File: config.mk
export PLATFORM = sky130hd
export DESIGN_NAME = pacman_motion
export DESIGN_NICKNAME = d
export VERILOG_FILES = /design/src/rtl/pacman_pkg.sv /design/src/rtl/pacman_dir_arbiter.sv /design/src/rtl/pacman_motion.sv
export SDC_FILE = /design/constraint.sdc
export NUM_CORES = 1
export LEC_CHECK = 0
export ABC_AREA = 1
export BUFFER_PORTS_ARGS = -buffer_cell sky130_fd_sc_hd__buf_2
export CORE_UTILIZATION = 40
export CTS_CLUSTER_SIZE = 20
export DETAILED_ROUTE_END_ITERATION = 12
export PLACE_DENSITY_LB_ADDON = 0.2
export RECOVER_POWER = 25
export SLEW_MARGIN = 20
export SYNTH_ARGS = -nofsm -noshare
export SYNTH_HDL_FRONTEND = slang
export SYNTH_HIERARCHICAL = 1
export SYNTH_SLANG_ARGS = --single-unit
File: constraint.sdc
create_clock -name clk -period 2 [get_ports clk]
set_input_delay 0.1 -clock clk [delete_from_list [all_inputs] [get_ports clk]]
set_output_delay 0.1 -clock clk [all_outputs]
set_load 0.01 [all_outputs]
File: src/rtl/pacman_pkg.sv
// Shared types for the Pac-Man motion block: directions, FSM states and the
// direction-to-sprite-orientation mapping used by the renderer.
package pacman_pkg;

    localparam int SPRITE_WIDTH  = 8;
    localparam int SPRITE_HEIGHT = 8;

    typedef enum logic [1:0] {
        DIR_RIGHT,
        DIR_LEFT,
        DIR_UP,
        DIR_DOWN
    } dir_t;

    typedef enum logic [2:0] {
        S_IDLE,
        S_Q_WANT,
        S_Q_CUR,
        S_COMMIT,
        S_HALT
    } motion_state_t;

    // Returns {h_flip, v_flip} for the renderer.
    function automatic logic [1:0] dir_to_flip(input dir_t dir);
        logic [1:0] flip;
        flip = 2'b01;
        case (dir)
            DIR_RIGHT: flip = 2'b11;
            DIR_LEFT:  flip = 2'b01;
            DIR_DOWN:  flip = 2'b10;
            DIR_UP:    flip = 2'b00;
            default:   flip = 2'b01;
        endcase
        return flip;
    endfunction

endpackage

File: src/rtl/pacman_dir_arbiter.sv
// Turns the four player buttons into the buffered desired direction.
// Define PACMAN_MOTION_SYNC_EN to pass the buttons through 2-flop synchronizers.
module pacman_dir_arbiter
    import pacman_pkg::*;
(
    input  logic clk,
    input  logic rst,
    input  logic btn_up_i,
    input  logic btn_down_i,
    input  logic btn_left_i,
    input  logic btn_right_i,
    output dir_t want_dir_o
);

    logic [3:0] btns;
    dir_t       wantDir_q;
    dir_t       wantDir_d;

`ifdef PACMAN_MOTION_SYNC_EN
    logic [3:0] sync1_q;
    logic [3:0] sync2_q;

    always_ff @(posedge clk or posedge rst) begin
        if (rst) begin
            sync1_q <= '0;
            sync2_q <= '0;
        end else begin
            sync1_q <= {btn_up_i, btn_down_i, btn_left_i, btn_right_i};
            sync2_q <= sync1_q;
        end
    end

    assign btns = sync2_q;
`else
    assign btns = {btn_up_i, btn_down_i, btn_left_i, btn_right_i};
`endif

    // With no button held the last request stays buffered, so a turn can be
    // pressed early and taken at the first opening.
    always_comb begin
        wantDir_d = wantDir_q;
        if (btns[3])      wantDir_d = DIR_UP;
        else if (btns[2]) wantDir_d = DIR_DOWN;
        else if (btns[1]) wantDir_d = DIR_LEFT;
        else if (btns[0]) wantDir_d = DIR_RIGHT;
    end

    always_ff @(posedge clk or posedge rst) begin
        if (rst) wantDir_q <= DIR_LEFT;
        else     wantDir_q <= wantDir_d;
    end

    assign want_dir_o = wantDir_q;

endmodule

File: src/rtl/pacman_motion.sv
// Pac-Man sprite motion: per step, try the buffered turn, then straight, else stop.
// Define PACMAN_MOTION_SYNC_EN to synchronize the button inputs.
module pacman_motion
    import pacman_pkg::*;
#(
    parameter int X_MIN       = 0,
    parameter int X_MAX       = 216,
    parameter int Y_MIN       = 0,
    parameter int Y_MAX       = 280,
    parameter int START_X     = 104,
    parameter int START_Y     = 204,
    parameter int STEP_FRAMES = 1
) (
    input  logic       clk,
    input  logic       rst,
    input  logic       frame_tick,
    input  logic       btn_up,
    input  logic       btn_down,
    input  logic       btn_left,
    input  logic       btn_right,
    output logic       query_valid,
    output logic [8:0] query_x,
    output logic [8:0] query_y,
    input  logic       query_ready,
    input  logic       query_blocked,
    output logic [8:0] x_pac,
    output logic [8:0] y_pac,
    output logic       h_flip,
    output logic       v_flip,
    output logic       moving,
    output logic       overrun
);

    localparam int CntW = (STEP_FRAMES > 1) ? $clog2(STEP_FRAMES) : 1;

    motion_state_t  state_q, state_d;
    logic [CntW-1:0] cnt_q, cnt_d;
    dir_t           stepDir_q, stepDir_d;
    dir_t           curDir_q, curDir_d;
    logic [8:0]     x_q, x_d, y_q, y_d;
    logic [1:0]     flip_q, flip_d;
    logic           moving_q, moving_d;
    logic           overrun_q, overrun_d;
    dir_t           wantDir;
    logic [8:0]     candX, candY;
    logic           locBlk;
    logic           blockedNow;

    pacman_dir_arbiter u_arbiter (
        .clk        (clk),
        .rst        (rst),
        .btn_up_i   (btn_up),
        .btn_down_i (btn_down),
        .btn_left_i (btn_left),
        .btn_right_i(btn_right),
        .want_dir_o (wantDir)
    );

    // stepDir_q holds the direction under test, so the candidate stays stable
    // for the whole handshake even if buttons change meanwhile.
    always_comb begin
        candX  = x_q;
        candY  = y_q;
        locBlk = 1'b0;
        case (stepDir_q)
            DIR_LEFT:  candX = (x_q == 9'(X_MIN)) ? 9'(X_MAX) : x_q - 9'd1;
            DIR_RIGHT: candX = (x_q == 9'(X_MAX)) ? 9'(X_MIN) : x_q + 9'd1;
            DIR_UP:    if (y_q == 9'(Y_MIN)) locBlk = 1'b1; else candY = y_q - 9'd1;
            DIR_DOWN:  if (y_q == 9'(Y_MAX)) locBlk = 1'b1; else candY = y_q + 9'd1;
            default:   locBlk = 1'b1;
        endcase
    end

    assign query_valid = ((state_q == S_Q_WANT) || (state_q == S_Q_CUR)) && !locBlk;
    assign query_x     = candX;
    assign query_y     = candY;
    assign blockedNow  = locBlk || (query_ready && query_blocked);

    always_comb begin
        state_d   = state_q;
        cnt_d     = cnt_q;
        stepDir_d = stepDir_q;
        curDir_d  = curDir_q;
        x_d       = x_q;
        y_d       = y_q;
        flip_d    = flip_q;
        moving_d  = moving_q;
        overrun_d = overrun_q | (frame_tick && (state_q != S_IDLE));
        case (state_q)
            S_IDLE: begin
                if (frame_tick) begin
                    if (cnt_q == CntW'(STEP_FRAMES - 1)) begin
                        cnt_d     = '0;
                        stepDir_d = wantDir;
                        state_d   = S_Q_WANT;
                    end else begin
                        cnt_d = cnt_q + CntW'(1);
                    end
                end
            end
            S_Q_WANT: begin
                if (blockedNow) begin
                    if (stepDir_q == curDir_q) begin
                        state_d = S_HALT;
                    end else begin
                        stepDir_d = curDir_q;
                        state_d   = S_Q_CUR;
                    end
                end else if (query_ready) begin
                    state_d = S_COMMIT;
                end
            end
            S_Q_CUR: begin
                if (blockedNow)       state_d = S_HALT;
                else if (query_ready) state_d = S_COMMIT;
            end
            S_COMMIT: begin
                x_d      = candX;
                y_d      = candY;
                curDir_d = stepDir_q;
                flip_d   = dir_to_flip(stepDir_q);
                moving_d = 1'b1;
                state_d  = S_IDLE;
            end
            S_HALT: begin
                moving_d = 1'b0;
                state_d  = S_IDLE;
            end
            default: state_d = S_IDLE;
        endcase
    end

    always_ff @(posedge clk or posedge rst) begin
        if (rst) begin
            state_q   <= S_IDLE;
            cnt_q     <= '0;
            stepDir_q <= DIR_LEFT;
            curDir_q  <= DIR_LEFT;
            x_q       <= 9'(START_X);
            y_q       <= 9'(START_Y);
            flip_q    <= dir_to_flip(DIR_LEFT);
            moving_q  <= 1'b0;
            overrun_q <= 1'b0;
        end else begin
            state_q   <= state_d;
            cnt_q     <= cnt_d;
            stepDir_q <= stepDir_d;
            curDir_q  <= curDir_d;
            x_q       <= x_d;
            y_q       <= y_d;
            flip_q    <= flip_d;
            moving_q  <= moving_d;
            overrun_q <= overrun_d;
        end
    end

    assign x_pac   = x_q;
    assign y_pac   = y_q;
    assign h_flip  = flip_q[1];
    assign v_flip  = flip_q[0];
    assign moving  = moving_q;
    assign overrun = overrun_q;

endmodule

Word level (Yosys, flattened, before mapping). Cells that the tools add are included.

Output and inout bits: 41. Bits of input ports: 9. Register bits after elaboration: 32. Word-level logic and storage cells: 75.

Mux-type cells: 28. Equality and inequality tests: 14. Add/subtract/negate cells: 5. Bitwise gates (word level): 1. Reductions and logical operators: 17.

Operator list (number): $mux W9 (4); $pmux W9 S2 (2); $add A9 B1 Y9 const B (2); $logic_not A9 Y1 (2); $mux W3 (6); $sub A9 B1 Y9 const B (2); $mux W2 (8); $eq A9 B8 Y1 const B (1); $eq A9 B9 Y1 const B (1); $pmux W3 S3 (1); $ne A2 B2 Y1 const B (4); $pmux W2 S4 (1); $eq A3 B2 Y1 const B (2); $reduce_and A5 Y1 (1); $eq A2 B2 Y1 const B (2); $pmux W1 S2 (2); $pmux W2 S2 (1); $reduce_and A2 Y1 (2); $reduce_bool A2 Y1 (2); $reduce_bool A4 Y1 (1); $eq A3 B1 Y1 const B (1); $eq A3 B3 Y1 const B (1); $logic_and A1 B1 Y1 (3); $logic_not A3 Y1 (1); 9 further kinds (12).

Longest topological paths before layout.
Depth after elaboration: 6. Depth in mapped cells: 12. Depth with buffers taken out: 12.

Cells and area by module. The synthesis kept the hierarchy.

By module, submodules not included: pacman_motion (area each 2532.4 µm², cells an instance 408, sequential area each 738.2 µm², instances 1); pacman_dir_arbiter (area each 83.8 µm², cells an instance 10, sequential area each 51.3 µm², instances 1).

Least setup slack after synthesis. Ideal clock, no wire load.

Path type: reg-to-reg. Start point: reg stepDir_q[0]. End point: reg y_q[4] (netlist: y_pac[4]). Data required time: 1.934 ns. Arrival: 1.711 ns. Path buffers: 1. Stages on the path, launching flop included: 9. Period minus slack after synthesis: 1.776 ns. Setup slack: 0.224 ns. Setup time: 0.066 ns. Path through: dfstp_2 -> inv_1 -> ha_1 -> buf_2 -> nor2_1 -> inv_1 -> o211ai_1 -> nand2_1 -> nand2_1.

Word-level cells in the longest chain between the ends: 2. Elaborated cells between the ends (all ways): 3.

Ends and longest elaborated chain: start: declaration (line pacman_motion.sv:38) `dir_t stepDir_q, stepDir_d;`; start signal: assignment (line pacman_motion.sv:147) `stepDir_q <= stepDir_d;`; $eq A2 B2 Y1 (line pacman_motion.sv:65) `case (stepDir_q)`; $pmux W9 S2 * (line pacman_motion.sv:65); named net query_y[4] (line pacman_motion.sv:23) `output logic [8:0] query_y,`; end signal: assignment (line pacman_motion.sv:140) `y_q <= 9'(START_Y);`; end signal: assignment (line pacman_motion.sv:150) `y_q <= y_d;`; end: declaration (line pacman_motion.sv:40) `logic [8:0] x_q, x_d, y_q, y_d;`.

The timed path passes the listed nets; every way through them passes the cells marked *. A chain may end at the register's enable or synchronous reset.

Worst setup path after layout.
Start point: reg y_q[6] (netlist: y_pac[6]). End point: out query_y[3].

Word-level cells in the longest chain between the ends: 3. Elaborated cells between the ends (all ways): 5.

Ends and longest elaborated chain (line): $eq A9 B9 Y1 or $logic_not A9 Y1 (tied branches) (pacman_motion.sv:69, pacman_motion.sv:68); $mux W9, on equally long branches (pacman_motion.sv:69, pacman_motion.sv:68); $pmux W9 S2 * (pacman_motion.sv:65); end: declaration (pacman_motion.sv:23).

Every way passes the cells marked *; elsewhere a longest branch is shown, timed or not.

==> results.cfg <==
[die]
die_w_um = 82.9
die_y_um = 82.9
num_rows = 29
start_util_pct = 41.4
die_area_um2 = 6870
io_pins = 50
core-area_um2 = 6310

[timing]
setup_slack_ps = 91.2
max_freq_mhz = 524
rsz0062_at_grt = true
finalSetupViolCount = 0
max_slew_margin_pct = 49.9
period_minus_slack_ps = 1910
fin_skew_ps = 11.9
slew_viol_final = 0
timing_hold_violations_final = 0
max_slew.worst_pin.slew_ps = 752
fin_crit_sh_pct = 95.4
fin_setup_tns_ps = 0

[power_and_ir_drop]
power.total_mw = 5.62
intPower_mw = 2.66
pwr-share-seq_pct = 22.7
combPwrFrac_pct = 68.1
switching_share_pct = 52.7
power_frac_clock_pct = 9.3
switching_power_mw = 2.96
ir_drop_v = 0.000887
pwr_density_cell_nw_per_um2 = 1730
p_leak_nw = 1.80

[placement]
place_inst = 541
io_buffers = 49
hpwl_mm = 5.46
pre_cts_slack_ps = 198
gp_congestion = 0.923

[route]
dr.pass1.iters = 5
routed_via_density = 5.04
ant_nets = 0
drtIter0Drc = 203
dr_total_vias = 2827
routed_wl_mm = 7.51
drc = 0
wl_per_cell_um = 13.4

[setup_path]
cp.arrival_ps = 1810
worstReg2RegEnd = state_q[1]
path_depth = 7
crit_fanout = 6
endpoint = query_y[3]
worstRegToRegCells = 10
cp-startpoint = y_pac[6]
critPathLaunchType = flop
path_cells = nor2_4 > nand2_2 > inv_1 > nand2_1 > nand4_1 > o211ai_1 > buf_2
critPathSlowestCell = dfstp_2
crit_path_max_incr_delay_ps = 610
timing.rr.start = y_pac[0]
required_ps = 1900
critPathBufInv = 2
path_delay_family = flip-flops
cp-end-kind = output port
path_class = reg2out
rrSetupSlack_ps = 330

[clock_tree]
clkLatencyLatePin_ps = 290
tritoncts = done
cts_made_buffers = 5
cts_root_buffer = clkbuf_8
path_clk_slew_ps = 70
htree_levels = 2
cts_sinks = 31
cts_buffer_depth = 2

[finish]
final_core_util_pct = 51.4
final_nets = 503
syn_to_final_growth_pct = 24.2
layout-drive-gt1-share_pct = 27.7
diodes = 0
final_cells = 561

[logic_synthesis]
seq_area_frac_synth_pct = 30.2
syn_nets = 437
ys_ff_latch = 31
postSynthAreaPerCell_um2 = 6.26
synth_flop_cell = dfrtp_1
async_flop_share_pct = 100
synthCells = 418
syn-cell-area_um2 = 2620
post_synth_num_cell_types = 29
synth-edff-count = 0
yosys_warnings = 6

[worst_hold_path]
min_from = btn_down
hold_class = in2reg

[run]
maxCapViolCount = 0

[grt]
grt_max_degree = 30
grt_usage_pct = 22.5
grt_pass1_vias = 2740
globalRouteOverflowTotal = 0
grt_pass1_wl_mm = 12.8
antenna_found_initial = 0

[run_status]
status = finished clean
-- synth_stat cells (5+ instances only) --
master	number	area (um^2)
nand3_1	47	235
dfrtp_1	20	500
a21oi_1	5	25.0
dfstp_2	11	289
nand2_1	146	548
ha_1	10	125
nor2_2	5	31.3
inv_1	51	191
inv_2	5	18.8
nand4_1	12	75.1
nor2_1	44	165
xor2_1	6	52.6
o21ai_0	22	110
nand2_2	6	37.5
-- cell usage in the layout (no fill, tap or decap), types with 4 or more instances in the layout --
master,count
nand3_1,43
nand2_1,143
inv_1,47
a21oi_1,5
ha_4,4
nand2_2,9
nor2_4,6
dfstp_2,10
nand4_1,12
nor2_2,10
xor2_1,6
o21ai_0,21
dfrtp_1,18
buf_2,48
inv_2,8
buf_4,16
clkbuf_8,6
nor2_1,37
nand3_2,5
-- layout make-up --
| type | instances | area [um^2] |
|---|---|---|
| Fill cell | 667 | 3070 |
| Multi-Input combinational cell | 321 | 1660 |
| Sequential cell | 31 | 792 |
| Timing Repair Buffer | 69 | 399 |
| Inverter | 56 | 213 |
| Tap cell | 77 | 96.3 |
| Clock buffer | 6 | 82.6 |
| Clock inverter | 1 | 5.00 |
-- per-stage QoR --
step                      cell area [um^2]  hold slack, ps
final                                 3250            37.0
after global routing                  3250            66.6
after CTS                             3080            27.9
after detailed placement              2940           -36.4
after global placement                2940           -37.5
after floorplan                       2620            -160
-- logic make-up (layout without fill, tap and decap cells) --
logic type,after synthesis,in the layout,share of synthesized area (%)
AOI/OAI and AO/OA,35,35,7.22
xor gates and xnor gates,6,6,2.01
adders and majority gates,10,10,4.78
buffers and inverters,66,132,10.7
DFF,31,31,30.2
and+or+nand+nor,270,270,45.1
-- per-layer routing --
layer	global-route usage, %	share of wire [%]
met5	0	0
met3	3.58	5.4
met1	31.2	48
met4	6.74	1.3
met2	36.0	45
-- flip-flops by register name (all words and copies together) (netlist names) --
register / count
stepDir_q: 2
y_pac: 9
u_arbiter/want_dir_o: 2
x_pac: 9
state_q: 3
overrun: 1
moving: 1
flip_q: 2
curDir_q: 2
-- power groups by stage --
stage          Clock, mW  Combinational [mW]  Sequential, mW
2_1_floorplan          0                2.41            1.21
3_3_place_gp           0                3.42            1.27
3_5_place_dp           0                3.42            1.27
4_1_cts            0.533                3.47            1.27
5_1_grt            0.556                4.30            1.32
6_report           0.520                3.83            1.27
-- how the worst min path moves through the flow --
| stage | to | slack [ps] | depth (start not counted) |
|---|---|---|---|
| finish | u_arbiter/want_dir_o[1] | 40 | 3 |
| CTS | u_arbiter/want_dir_o[0] | 30 | 4 |
| global route | u_arbiter/want_dir_o[0] | 70 | 4 |
| detailed placement | u_arbiter/want_dir_o[1] | -40 | 2 |
| floorplan | u_arbiter/want_dir_o[1] | -160 | 1 |
| global placement | u_arbiter/want_dir_o[1] | -40 | 2 |
-- tightest hold or removal path, delay by kind of cell --
| family | cells | cell delay, ps |
|---|---|---|
| compound gates | 1 | 60 |
| simple gates | 1 | 30 |
| buf+inv | 1 | 90 |
-- repair_timing --
item                                    CTS  global route
setup buffers                             0            10
resized for setup                         9            27
endpoints found under the setup margin   14            17
hold endpoints to repair                 23             0
pin swaps                                 0             8
hold buffers                              3             0
Note: power is estimated with default switching activity, not from simulation.
